## src/rtl/sccb_pkg.sv

```systemverilog
// Shared SCCB target definitions: bus address bytes and FSM state encoding.
// Imported by sccb_in_filt and sccb_slave_rx.
package sccb_pkg;

    localparam logic [7:0] SCCB_WR_ADDR = 8'h78;
    localparam logic [7:0] SCCB_RD_ADDR = 8'h79;

    typedef enum logic [3:0] {
        ST_IDLE,
        ST_DEV,
        ST_ACK_DEV,
        ST_REG_HI,
        ST_ACK_HI,
        ST_REG_LO,
        ST_ACK_LO,
        ST_WDATA,
        ST_ACK_W,
        ST_RDATA,
        ST_MACK
    } sccb_state_t;

    function automatic logic [7:0] dev_byte(input logic [6:0] addr,
                                            input logic       rw);
        return {addr, rw};
    endfunction

endpackage

```

## src/rtl/sccb_in_filt.sv

```systemverilog
// One bus line: synchroniser, FILT_LEN-sample glitch filter, edge pulses.
// Lines idle high, so the filtered level resets to 1.
module sccb_in_filt
    import sccb_pkg::*;
#(
    parameter int SYNC_STAGES = 2,
    parameter int FILT_LEN    = 3
) (
    input  logic clk,
    input  logic rst_n,
    input  logic d_i,
    output logic q_o,
    output logic rise_o,
    output logic fall_o
);

    localparam int CW = $clog2(FILT_LEN + 1);

    logic [SYNC_STAGES-1:0] r_sync;
    logic [CW-1:0]          r_cnt;
    logic                   r_q;
    logic                   r_rise;
    logic                   r_fall;
    logic                   w_s;

    assign w_s = r_sync[SYNC_STAGES-1];

    always_ff @(posedge clk or negedge rst_n) begin
        if (!rst_n) begin
            r_sync <= '1;
            r_cnt  <= '0;
            r_q    <= 1'b1;
            r_rise <= 1'b0;
            r_fall <= 1'b0;
        end else begin
            r_sync <= {r_sync[SYNC_STAGES-2:0], d_i};
            r_rise <= 1'b0;
            r_fall <= 1'b0;
            // a new level must be seen on FILT_LEN consecutive samples
            if (w_s == r_q) begin
                r_cnt <= '0;
            end else if (r_cnt == CW'(FILT_LEN - 1)) begin
                r_cnt  <= '0;
                r_q    <= w_s;
                r_rise <= w_s;
                r_fall <= ~w_s;
            end else begin
                r_cnt <= r_cnt + CW'(1);
            end
        end
    end

    assign q_o    = r_q;
    assign rise_o = r_rise;
    assign fall_o = r_fall;

endmodule

```

## src/rtl/sccb_slave_rx.sv

```systemverilog
// SCCB/I2C register-write target; SCCB_SLV_READ_EN adds the read branch.
// Frames are {dev+W, reg_hi, reg_lo, data...}; one wr_en per data byte.
module sccb_slave_rx
    import sccb_pkg::*;
#(
    parameter logic [6:0] DEV_ADDR    = 7'h3C,
    parameter int         SYNC_STAGES = 2,
    parameter int         FILT_LEN    = 3
) (
    input  logic        clk_25M,
    input  logic        rst_100,
    input  logic        scl_i,
    input  logic        sda_i,
    output logic        sda_oe,
    output logic        wr_en,
    output logic [15:0] wr_addr,
    output logic [7:0]  wr_data,
    output logic [15:0] rd_addr,
    output logic        rd_req,
    input  logic [7:0]  rd_data,
    output logic        busy
);

    logic w_scl_f, w_scl_rise, w_scl_fall;
    logic w_sda_f, w_sda_rise, w_sda_fall;

    sccb_in_filt #(.SYNC_STAGES(SYNC_STAGES), .FILT_LEN(FILT_LEN)) u_scl_filt (
        .clk    (clk_25M),
        .rst_n  (rst_100),
        .d_i    (scl_i),
        .q_o    (w_scl_f),
        .rise_o (w_scl_rise),
        .fall_o (w_scl_fall)
    );

    sccb_in_filt #(.SYNC_STAGES(SYNC_STAGES), .FILT_LEN(FILT_LEN)) u_sda_filt (
        .clk    (clk_25M),
        .rst_n  (rst_100),
        .d_i    (sda_i),
        .q_o    (w_sda_f),
        .rise_o (w_sda_rise),
        .fall_o (w_sda_fall)
    );

    sccb_state_t r_state, w_state;
    logic [3:0]  r_bitcnt, w_bitcnt;
    logic [7:0]  r_shift, w_shift;
    logic [7:0]  r_reg_hi, w_reg_hi;
    logic [15:0] r_ptr, w_ptr;
    logic        r_sda_oe, w_sda_oe;
    logic        r_wr_en, w_wr_en;
    logic [15:0] r_wr_addr, w_wr_addr;
    logic [7:0]  r_wr_data, w_wr_data;
    logic        r_busy, w_busy;
    logic        w_full;

    assign w_full = (r_bitcnt == 4'd8);

`ifdef SCCB_SLV_READ_EN
    logic        r_rw, w_rw;
    logic        r_mack, w_mack;
    logic        r_rd_req, w_rd_req;
    logic [15:0] r_rd_addr, w_rd_addr;

    always_ff @(posedge clk_25M or negedge rst_100) begin
        if (!rst_100) begin
            r_rw      <= 1'b0;
            r_mack    <= 1'b1;
            r_rd_req  <= 1'b0;
            r_rd_addr <= '0;
        end else begin
            r_rw      <= w_rw;
            r_mack    <= w_mack;
            r_rd_req  <= w_rd_req;
            r_rd_addr <= w_rd_addr;
        end
    end

    assign rd_req  = r_rd_req;
    assign rd_addr = r_rd_addr;
`else
    logic w_unused_rd;
    assign w_unused_rd = ^rd_data;
    assign rd_req      = 1'b0;
    assign rd_addr     = '0;
`endif

    always_ff @(posedge clk_25M or negedge rst_100) begin
        if (!rst_100) begin
            r_state   <= ST_IDLE;
            r_bitcnt  <= '0;
            r_shift   <= '0;
            r_reg_hi  <= '0;
            r_ptr     <= '0;
            r_sda_oe  <= 1'b0;
            r_wr_en   <= 1'b0;
            r_wr_addr <= '0;
            r_wr_data <= '0;
            r_busy    <= 1'b0;
        end else begin
            r_state   <= w_state;
            r_bitcnt  <= w_bitcnt;
            r_shift   <= w_shift;
            r_reg_hi  <= w_reg_hi;
            r_ptr     <= w_ptr;
            r_sda_oe  <= w_sda_oe;
            r_wr_en   <= w_wr_en;
            r_wr_addr <= w_wr_addr;
            r_wr_data <= w_wr_data;
            r_busy    <= w_busy;
        end
    end

    always_comb begin
        w_state   = r_state;
        w_bitcnt  = r_bitcnt;
        w_shift   = r_shift;
        w_reg_hi  = r_reg_hi;
        w_ptr     = r_ptr;
        w_sda_oe  = r_sda_oe;
        w_wr_en   = 1'b0;
        w_wr_addr = r_wr_addr;
        w_wr_data = r_wr_data;
        w_busy    = r_busy;
`ifdef SCCB_SLV_READ_EN
        w_rw      = r_rw;
        w_mack    = r_mack;
        w_rd_req  = 1'b0;
        w_rd_addr = r_rd_addr;
`endif
        if (w_sda_fall && w_scl_f) begin
            w_state  = ST_DEV;
            w_bitcnt = '0;
            w_sda_oe = 1'b0;
            w_busy   = 1'b1;
        end else if (w_sda_rise && w_scl_f) begin
            w_state  = ST_IDLE;
            w_bitcnt = '0;
            w_sda_oe = 1'b0;
            w_busy   = 1'b0;
        end else begin
`ifdef SCCB_SLV_READ_EN
            // read data arrives one cycle after the request
            if (r_rd_req) begin
                w_shift  = rd_data;
                w_sda_oe = ~rd_data[7];
            end
`endif
            unique case (r_state)
                ST_DEV, ST_REG_HI, ST_REG_LO, ST_WDATA: begin
                    if (w_scl_rise && !w_full) begin
                        w_shift  = {r_shift[6:0], w_sda_f};
                        w_bitcnt = r_bitcnt + 4'd1;
                    end else if (w_scl_fall && w_full) begin
                        w_bitcnt = '0;
                        w_sda_oe = 1'b1;
                        if (r_state == ST_DEV) begin
                            if (r_shift == dev_byte(DEV_ADDR, 1'b0)) begin
                                w_state = ST_ACK_DEV;
`ifdef SCCB_SLV_READ_EN
                                w_rw    = 1'b0;
                            end else if (r_shift == dev_byte(DEV_ADDR, 1'b1)) begin
                                w_state = ST_ACK_DEV;
                                w_rw    = 1'b1;
`endif
                            end else begin
                                w_state  = ST_IDLE;
                                w_sda_oe = 1'b0;
                            end
                        end else if (r_state == ST_REG_HI) begin
                            w_reg_hi = r_shift;
                            w_state  = ST_ACK_HI;
                        end else if (r_state == ST_REG_LO) begin
                            w_ptr   = {r_reg_hi, r_shift};
                            w_state = ST_ACK_LO;
                        end else begin
                            w_wr_en   = 1'b1;
                            w_wr_addr = r_ptr;
                            w_wr_data = r_shift;
                            w_ptr     = r_ptr + 16'd1;
                            w_state   = ST_ACK_W;
                        end
                    end
                end
                ST_ACK_DEV, ST_ACK_HI, ST_ACK_LO, ST_ACK_W: begin
                    if (w_scl_fall) begin
                        w_sda_oe = 1'b0;
                        w_bitcnt = '0;
                        if (r_state == ST_ACK_DEV) begin
                            w_state = ST_REG_HI;
`ifdef SCCB_SLV_READ_EN
                            if (r_rw) begin
                                w_state   = ST_RDATA;
                                w_rd_req  = 1'b1;
                                w_rd_addr = r_ptr;
                                w_ptr     = r_ptr + 16'd1;
                            end
`endif
                        end else if (r_state == ST_ACK_HI) begin
                            w_state = ST_REG_LO;
                        end else begin
                            w_state = ST_WDATA;
                        end
                    end
                end
`ifdef SCCB_SLV_READ_EN
                ST_RDATA: begin
                    if (w_scl_rise && !w_full) begin
                        w_bitcnt = r_bitcnt + 4'd1;
                    end else if (w_scl_fall && w_full) begin
                        w_state  = ST_MACK;
                        w_sda_oe = 1'b0;
                        w_bitcnt = '0;
                    end else if (w_scl_fall && r_bitcnt != 4'd0) begin
                        w_shift  = {r_shift[6:0], 1'b0};
                        w_sda_oe = ~r_shift[6];
                    end
                end
                ST_MACK: begin
                    if (w_scl_rise) begin
                        w_mack = w_sda_f;
                    end else if (w_scl_fall) begin
                        if (!r_mack) begin
                            w_state   = ST_RDATA;
                            w_rd_req  = 1'b1;
                            w_rd_addr = r_ptr;
                            w_ptr     = r_ptr + 16'd1;
                        end else begin
                            w_state = ST_IDLE;
                        end
                    end
                end
`endif
                default: ;
            endcase
        end
    end

    assign sda_oe  = r_sda_oe;
    assign wr_en   = r_wr_en;
    assign wr_addr = r_wr_addr;
    assign wr_data = r_wr_data;
    assign busy    = r_busy;

endmodule
```

## config.mk

```make
export PLATFORM = sky130hd
export DESIGN_NAME = sccb_slave_rx
export DESIGN_NICKNAME = d
export VERILOG_FILES = /design/src/rtl/sccb_pkg.sv /design/src/rtl/sccb_in_filt.sv /design/src/rtl/sccb_slave_rx.sv
export SDC_FILE = /design/constraint.sdc
export NUM_CORES = 1
export LEC_CHECK = 0
export CAP_MARGIN = 20
export CELL_PAD_IN_SITES_DETAIL_PLACEMENT = 0
export CELL_PAD_IN_SITES_GLOBAL_PLACEMENT = 2
export CORE_UTILIZATION = 34
export DETAILED_ROUTE_END_ITERATION = 6
export GPL_TIMING_DRIVEN = 0
export MAX_ROUTING_LAYER = met4
export PLACE_DENSITY = 0.76
export REMOVE_ABC_BUFFERS = 1
export SYNTH_ARGS = -nofsm -noshare
export SYNTH_HDL_FRONTEND = slang
export SYNTH_HIERARCHICAL = 1
export SYNTH_SLANG_ARGS = --single-unit
```

## constraint.sdc

```tcl
create_clock -name clk_25M -period 2.1 [get_ports clk_25M]
set_input_delay 0.525 -clock clk_25M [delete_from_list [all_inputs] [get_ports clk_25M]]
set_output_delay 0.525 -clock clk_25M [all_outputs]
set_load 0.05 [all_outputs]
```

* Word-level counts from Yosys, hierarchy flattened
Cells that the tools add are included.
** Cells by class
- Muxes and demuxes :: 49
- Reduce and logical (&&, ||, !) cells :: 17
- Add/sub/neg operators :: 4
- Bitwise gates (word level) :: 10
- Equality and inequality tests :: 18
** Operators by type and width (number)
- 4-bit two-way mux :: 13
- 1-bit two-way mux :: 25
- 16-bit by 1-bit adder with 16-bit output, second input constant :: 1
- 4-bit by 3-bit == test with 1-bit output, second input constant :: 4
- 16-bit two-way mux :: 1
- 4-bit case mux with 2 select lines :: 2
- 7-bit AND reduction :: 2
- 2-bit two-way mux :: 6
- 1-bit inverter :: 10
- 4-bit by 2-bit == test with 1-bit output, second input constant :: 2
- 4-bit == test, second input constant :: 2
- 8-bit by 7-bit == test with 1-bit output, second input constant :: 1
- 4-bit inequality test, second input constant :: 2
- 4-bit AND reduction :: 2
- 8-bit AND reduction :: 1
- 4-bit OR reduction :: 2
- 5-bit inequality test, second input constant :: 1
- 2-bit by 1-bit adder with 2-bit output, second input constant :: 2
- 4-bit by 1-bit adder with 4-bit output, second input constant :: 1
- 2-bit == test, second input constant :: 2
- 4-bit by 1-bit == test with 1-bit output, second input constant :: 1
- 1-bit logical AND :: 4
- 4-bit by 3-bit inequality test with 1-bit output, second input constant :: 1
- 2-bit AND reduction :: 2
- 7 further kinds :: 8
** Word-level totals
- Logic and storage cells :: 118
- Register bits :: 81
- Bits of input ports :: 12

* Depth between registers and ports, before layout
- Depth after elaboration :: 9
- Mapped depth :: 9

* Cells and area by module
The synthesis kept the hierarchy.
** By module, submodules not included
- sccb_slave_rx :: area each 3377.0 µm², instances 1, seq. area each 1676.6 µm², cells each 295
- sccb_in_filt :: area each 244.0 µm², instances 2, seq. area each 178.9 µm², cells each 14

* Worst setup path after synthesis
Ideal clock, no wire load.
- Path type :: flip-flop to flip-flop
- From :: register r_bitcnt[0]
- To :: register r_shift[0]
- Arrival :: 1.775 ns
- Period minus slack after synthesis :: 1.900 ns
- Stages on the path, launching flop included :: 8
- Path slack :: 0.200 ns
- Buffers on the path :: 1
- Cells stage by stage :: dfrtp_1 > inv_1 > ha_1 > and3b_1 > nor3b_1 > and2_1 > buf_4 > mux2_2
** Between the ends
- Word-level cells in the longest chain between the ends :: 4
** Ends and longest elaborated chain
- start: declaration :: RTL line sccb_slave_rx.sv:46 : logic [3:0] r_bitcnt, w_bitcnt;
- start signal: assignment :: RTL line sccb_slave_rx.sv:102 : r_bitcnt <= w_bitcnt;
- 4-bit == test :: RTL line sccb_slave_rx.sv:57 : assign w_full = (r_bitcnt == 4'd8);
- 1-bit zero test :: RTL line sccb_slave_rx.sv:151 : if (w_scl_rise && !w_full) begin
- 1-bit logical AND :: RTL line sccb_slave_rx.sv:151
- 4-bit AND reduction (no source line)
- end signal: assignment :: RTL line sccb_slave_rx.sv:103 : r_shift <= w_shift;
- end: declaration :: RTL line sccb_slave_rx.sv:47 : logic [7:0] r_shift, w_shift;
No other way between the ends.
A chain may end at the register's enable or synchronous reset.

* Worst setup path after layout
- From :: register r_wr_addr[14], in the netlist wr_addr[14]
- To :: output wr_addr[14]
** RTL lines
- start: declaration :: RTL line sccb_slave_rx.sv:52 : logic [15:0] r_wr_addr, w_wr_addr;
- start signal: assignment :: RTL line sccb_slave_rx.sv:108 : r_wr_addr <= w_wr_addr;
- end: declaration :: RTL line sccb_slave_rx.sv:16 : output logic [15:0] wr_addr,
No word-level cell between the ends.

==> metrics <==
status=finished, final reports clean; # rows=38; CP Launch Point=wr_addr[14]$_DFFE_PN0P_; post-layout util=42.4%; htree depth=3; M1 WL=~3900 um; Final GP Congestion=0.761; met2 wire len=3710 um; adder-cell share of the synthesized area=0.971%; cts-stage hold buffer count=0; Synth area leader=dfrtp_1; crit path cell chain=clkdlybuf4s50_1; vias in the first global route=2550; Slew Limit Fails=0; Yosys cell types=52; Sw Pwr=1.09 mW; final non-filler cell total=503; main combinational cell family by area after synthesis=multiplexers; mean area per synthesized cell=approximately 12 sq um; largest net degree at the start of global routing=51; min cycle time layout=2.02 ns; main flop type after synthesis=dfrtp_1; # diodes=0; Compound-Gate Fraction of Synth Area=12.2%; Tcrit/Tclk final=96.4%; clk buf depth=2; CTS tree=yes; Worst Path Max Fanout=2; routed length per instance=15.9 um; I/O pin total=56; Post-synth ARST share=100%; CP Data Arrival Time=approximately 1.5 ns; die area=between 10000 and 15000 sq um; crit path capture type=primary output; Hold Path Class=in -> async; drt total wl=8020 um; synthesis-stage register bit count=just over 80; initial core utilization=35.3%; CP Launch Type=flip-flop; Syn Inst Count=323; Internal Dissipation=roughly 3 mW; total congestion overflow=0; DR DRC count=0; 1st-pass router iterations=4; simple-gate share of the synthesized area=13.1%; clock skew=just over 0.008 ns; logic gate share of total power=14.3%; Leak=roughly 2.2 nW; Synth top cells by count=dfrtp_1, mux2_2, a21oi_1, nand2_1, o21ai_0; Die Y=~110 um; Final #Nets=373; total power per unit cell area=between 800 and 900 nW/um^2; post-synthesis cell area=roughly 3900 sq um; CTS buffer count=9; Post-DRT Antenna Nets=0; via/cell ratio=5.10; Yosys warnings=6; Slew HR=66.0%; Critical path buffers and inverters=1; Clk pin slew, worst setup/hold paths=0.06 ns; post-synthesis sequential area ratio=52.6%; Final Hold Fails=0; die extent in x=around 110 um; RSZ-0062 raised after global routing=false; EDFF count, synth=0; post-route cell area=4640 sq um; IO Port Bufs=30; layout cell share with drive strength beyond 1=25.9%; first-pass GRT wire length=13500 um; max cap viols=0; worst r2r src=r_bitcnt[0]$_DFFE_PN0P_; worst path required time=1.57 ns; DR top layer=met4; Core Region=10900 sq um; dpl cell area=4210 sq um; Worst-Skew Late Latency=approximately 0.34 ns; fmax=a little under 500 MHz; critical path class=reg -> out; switching part of the total=a little over a quarter; routed wl met3=329 um; clk sink count=81; 1st-iter DRT viols=136; clock root buffer=clkbuf_16; Slew @ Worst Pin=0.508 ns; most common cell in the netlist=dfrtp_1; post-synth top area share=48.6%; Area Growth Syn to Fin=20.1%; via count=2566; Overall Global Routing Usage=15.7%; Clk pwr share=39.3%; DP HPWL=slightly below 5000 um; Post-Synth XOR/XNOR Area=0.453%; top cells by area, synth=dfrtp_1, mux2_4, mux2_2; Inst Count DP=approximately 480; sequential cell fraction of total power=between 40% and 50%; # setup viols final=0; slowest CP cell=clkdlybuf4s50_1; Max stage delay on crit path=0.80 ns; peak supply drop=0.719 mV; Worst path top cell family by delay=buffers and inverters; antenna violations before repair=0; multiplexer area fraction after synthesis=14.6%
## path summary, 6_finish.rpt
path	end	slack (ns)	depth (start not counted)
max	wr_addr[14]	0.08	1
max reg2reg	r_reg_hi[1]$_DFFE_PN0P_	0.11	8
max in group asynchronous	u_sda_filt/r_sync[0]$_DFF_PN1_	1.32	2
min in group clk_25M	u_scl_filt/r_sync[1]$_DFF_PN1_	0.36	0
min reg2reg	u_scl_filt/r_sync[1]$_DFF_PN1_	0.36	0
min	wr_addr[11]$_DFFE_PN0P_	0.13	1
## registers in the layout, summed over array words and instances (netlist names), 2 cells and up
signal and count:
u_sda_filt/r_cnt 2, u_sda_filt/r_sync 2, wr_data 8, wr_addr 16
u_scl_filt/r_cnt 2, r_reg_hi 8, r_shift 8, r_state 4
r_ptr 16, r_bitcnt 4, u_scl_filt/r_sync 2
## kinds of logic after synthesis
family                     Yosys count
and+or+nand+nor                     83
DFF                                 81
AOI/OAI and AO/OA                   74
muxes                               44
buffers and inverters               35
adders and majority gates            3
xor gates and xnor gates             2
other                                1
## area by class of cell
class,instances,area (sq um)
Clock buffer,12,256
Tap cell,140,175
Clock inverter,4,51.3
Sequential cell,81,2040
Fill cell,1050,6290
Timing Repair Buffer,37,383
Inverter,3,11.3
Multi-Input combinational cell,226,1730
## power by group through the flow
stage | combinational, mW | sequential [mW] | clock [mW]
after global placement | 0.551 | 1.87 | 0
after global routing | 0.643 | 1.90 | 1.70
final | 0.579 | 1.87 | 1.59
after CTS | 0.570 | 1.87 | 1.64
after floorplan | 0.382 | 1.89 | 0
after detailed placement | 0.563 | 1.87 | 0
## timing repair
item / in CTS / in global routing
endpoints found under the setup margin: 43 / 42
resized for setup: 4 / 9
pin swaps: 1 / 1
cloned: 3 / 0
buffers inserted: 5 / 1
## metal layers
metal  global-route usage [%]  up-vias
li1                         -     1210
met1                     20.2     1288
met2                     23.9       59
met3                     4.60        9
met4                     4.73        0
met5                        -        -
## metrics by stage
step	total power, mW	hold slack (ns)	TNS, ns	setup slack (ns)
after floorplan	2.27	0.229	0	0.128
after global routing	4.24	0.158	0	0.0106
after global placement	2.42	0.347	-196.01	-2.45
final	4.04	0.128	0	0.0758
after detailed placement	2.43	0.348	-5.53	-0.210
after CTS	4.08	0.144	0	0.0339
## cell usage in the layout (no fill, tap or decap), drive strengths merged, types with 5 or more instances in the layout
cell type | netlist | final
dfrtp | 75 | 75
mux2 | 43 | 43
clkdlybuf4s50 | 0 | 29
nand2 | 22 | 23
o21ai | 21 | 21
a21oi | 21 | 21
conb | 1 | 17
clkbuf | 6 | 12
nor3b | 9 | 9
nor2 | 8 | 8
buf | 26 | 8
nand3 | 7 | 7
dfstp | 6 | 6
and2 | 5 | 6
nand2b | 5 | 5
Power figures use the tool's default switching activity.
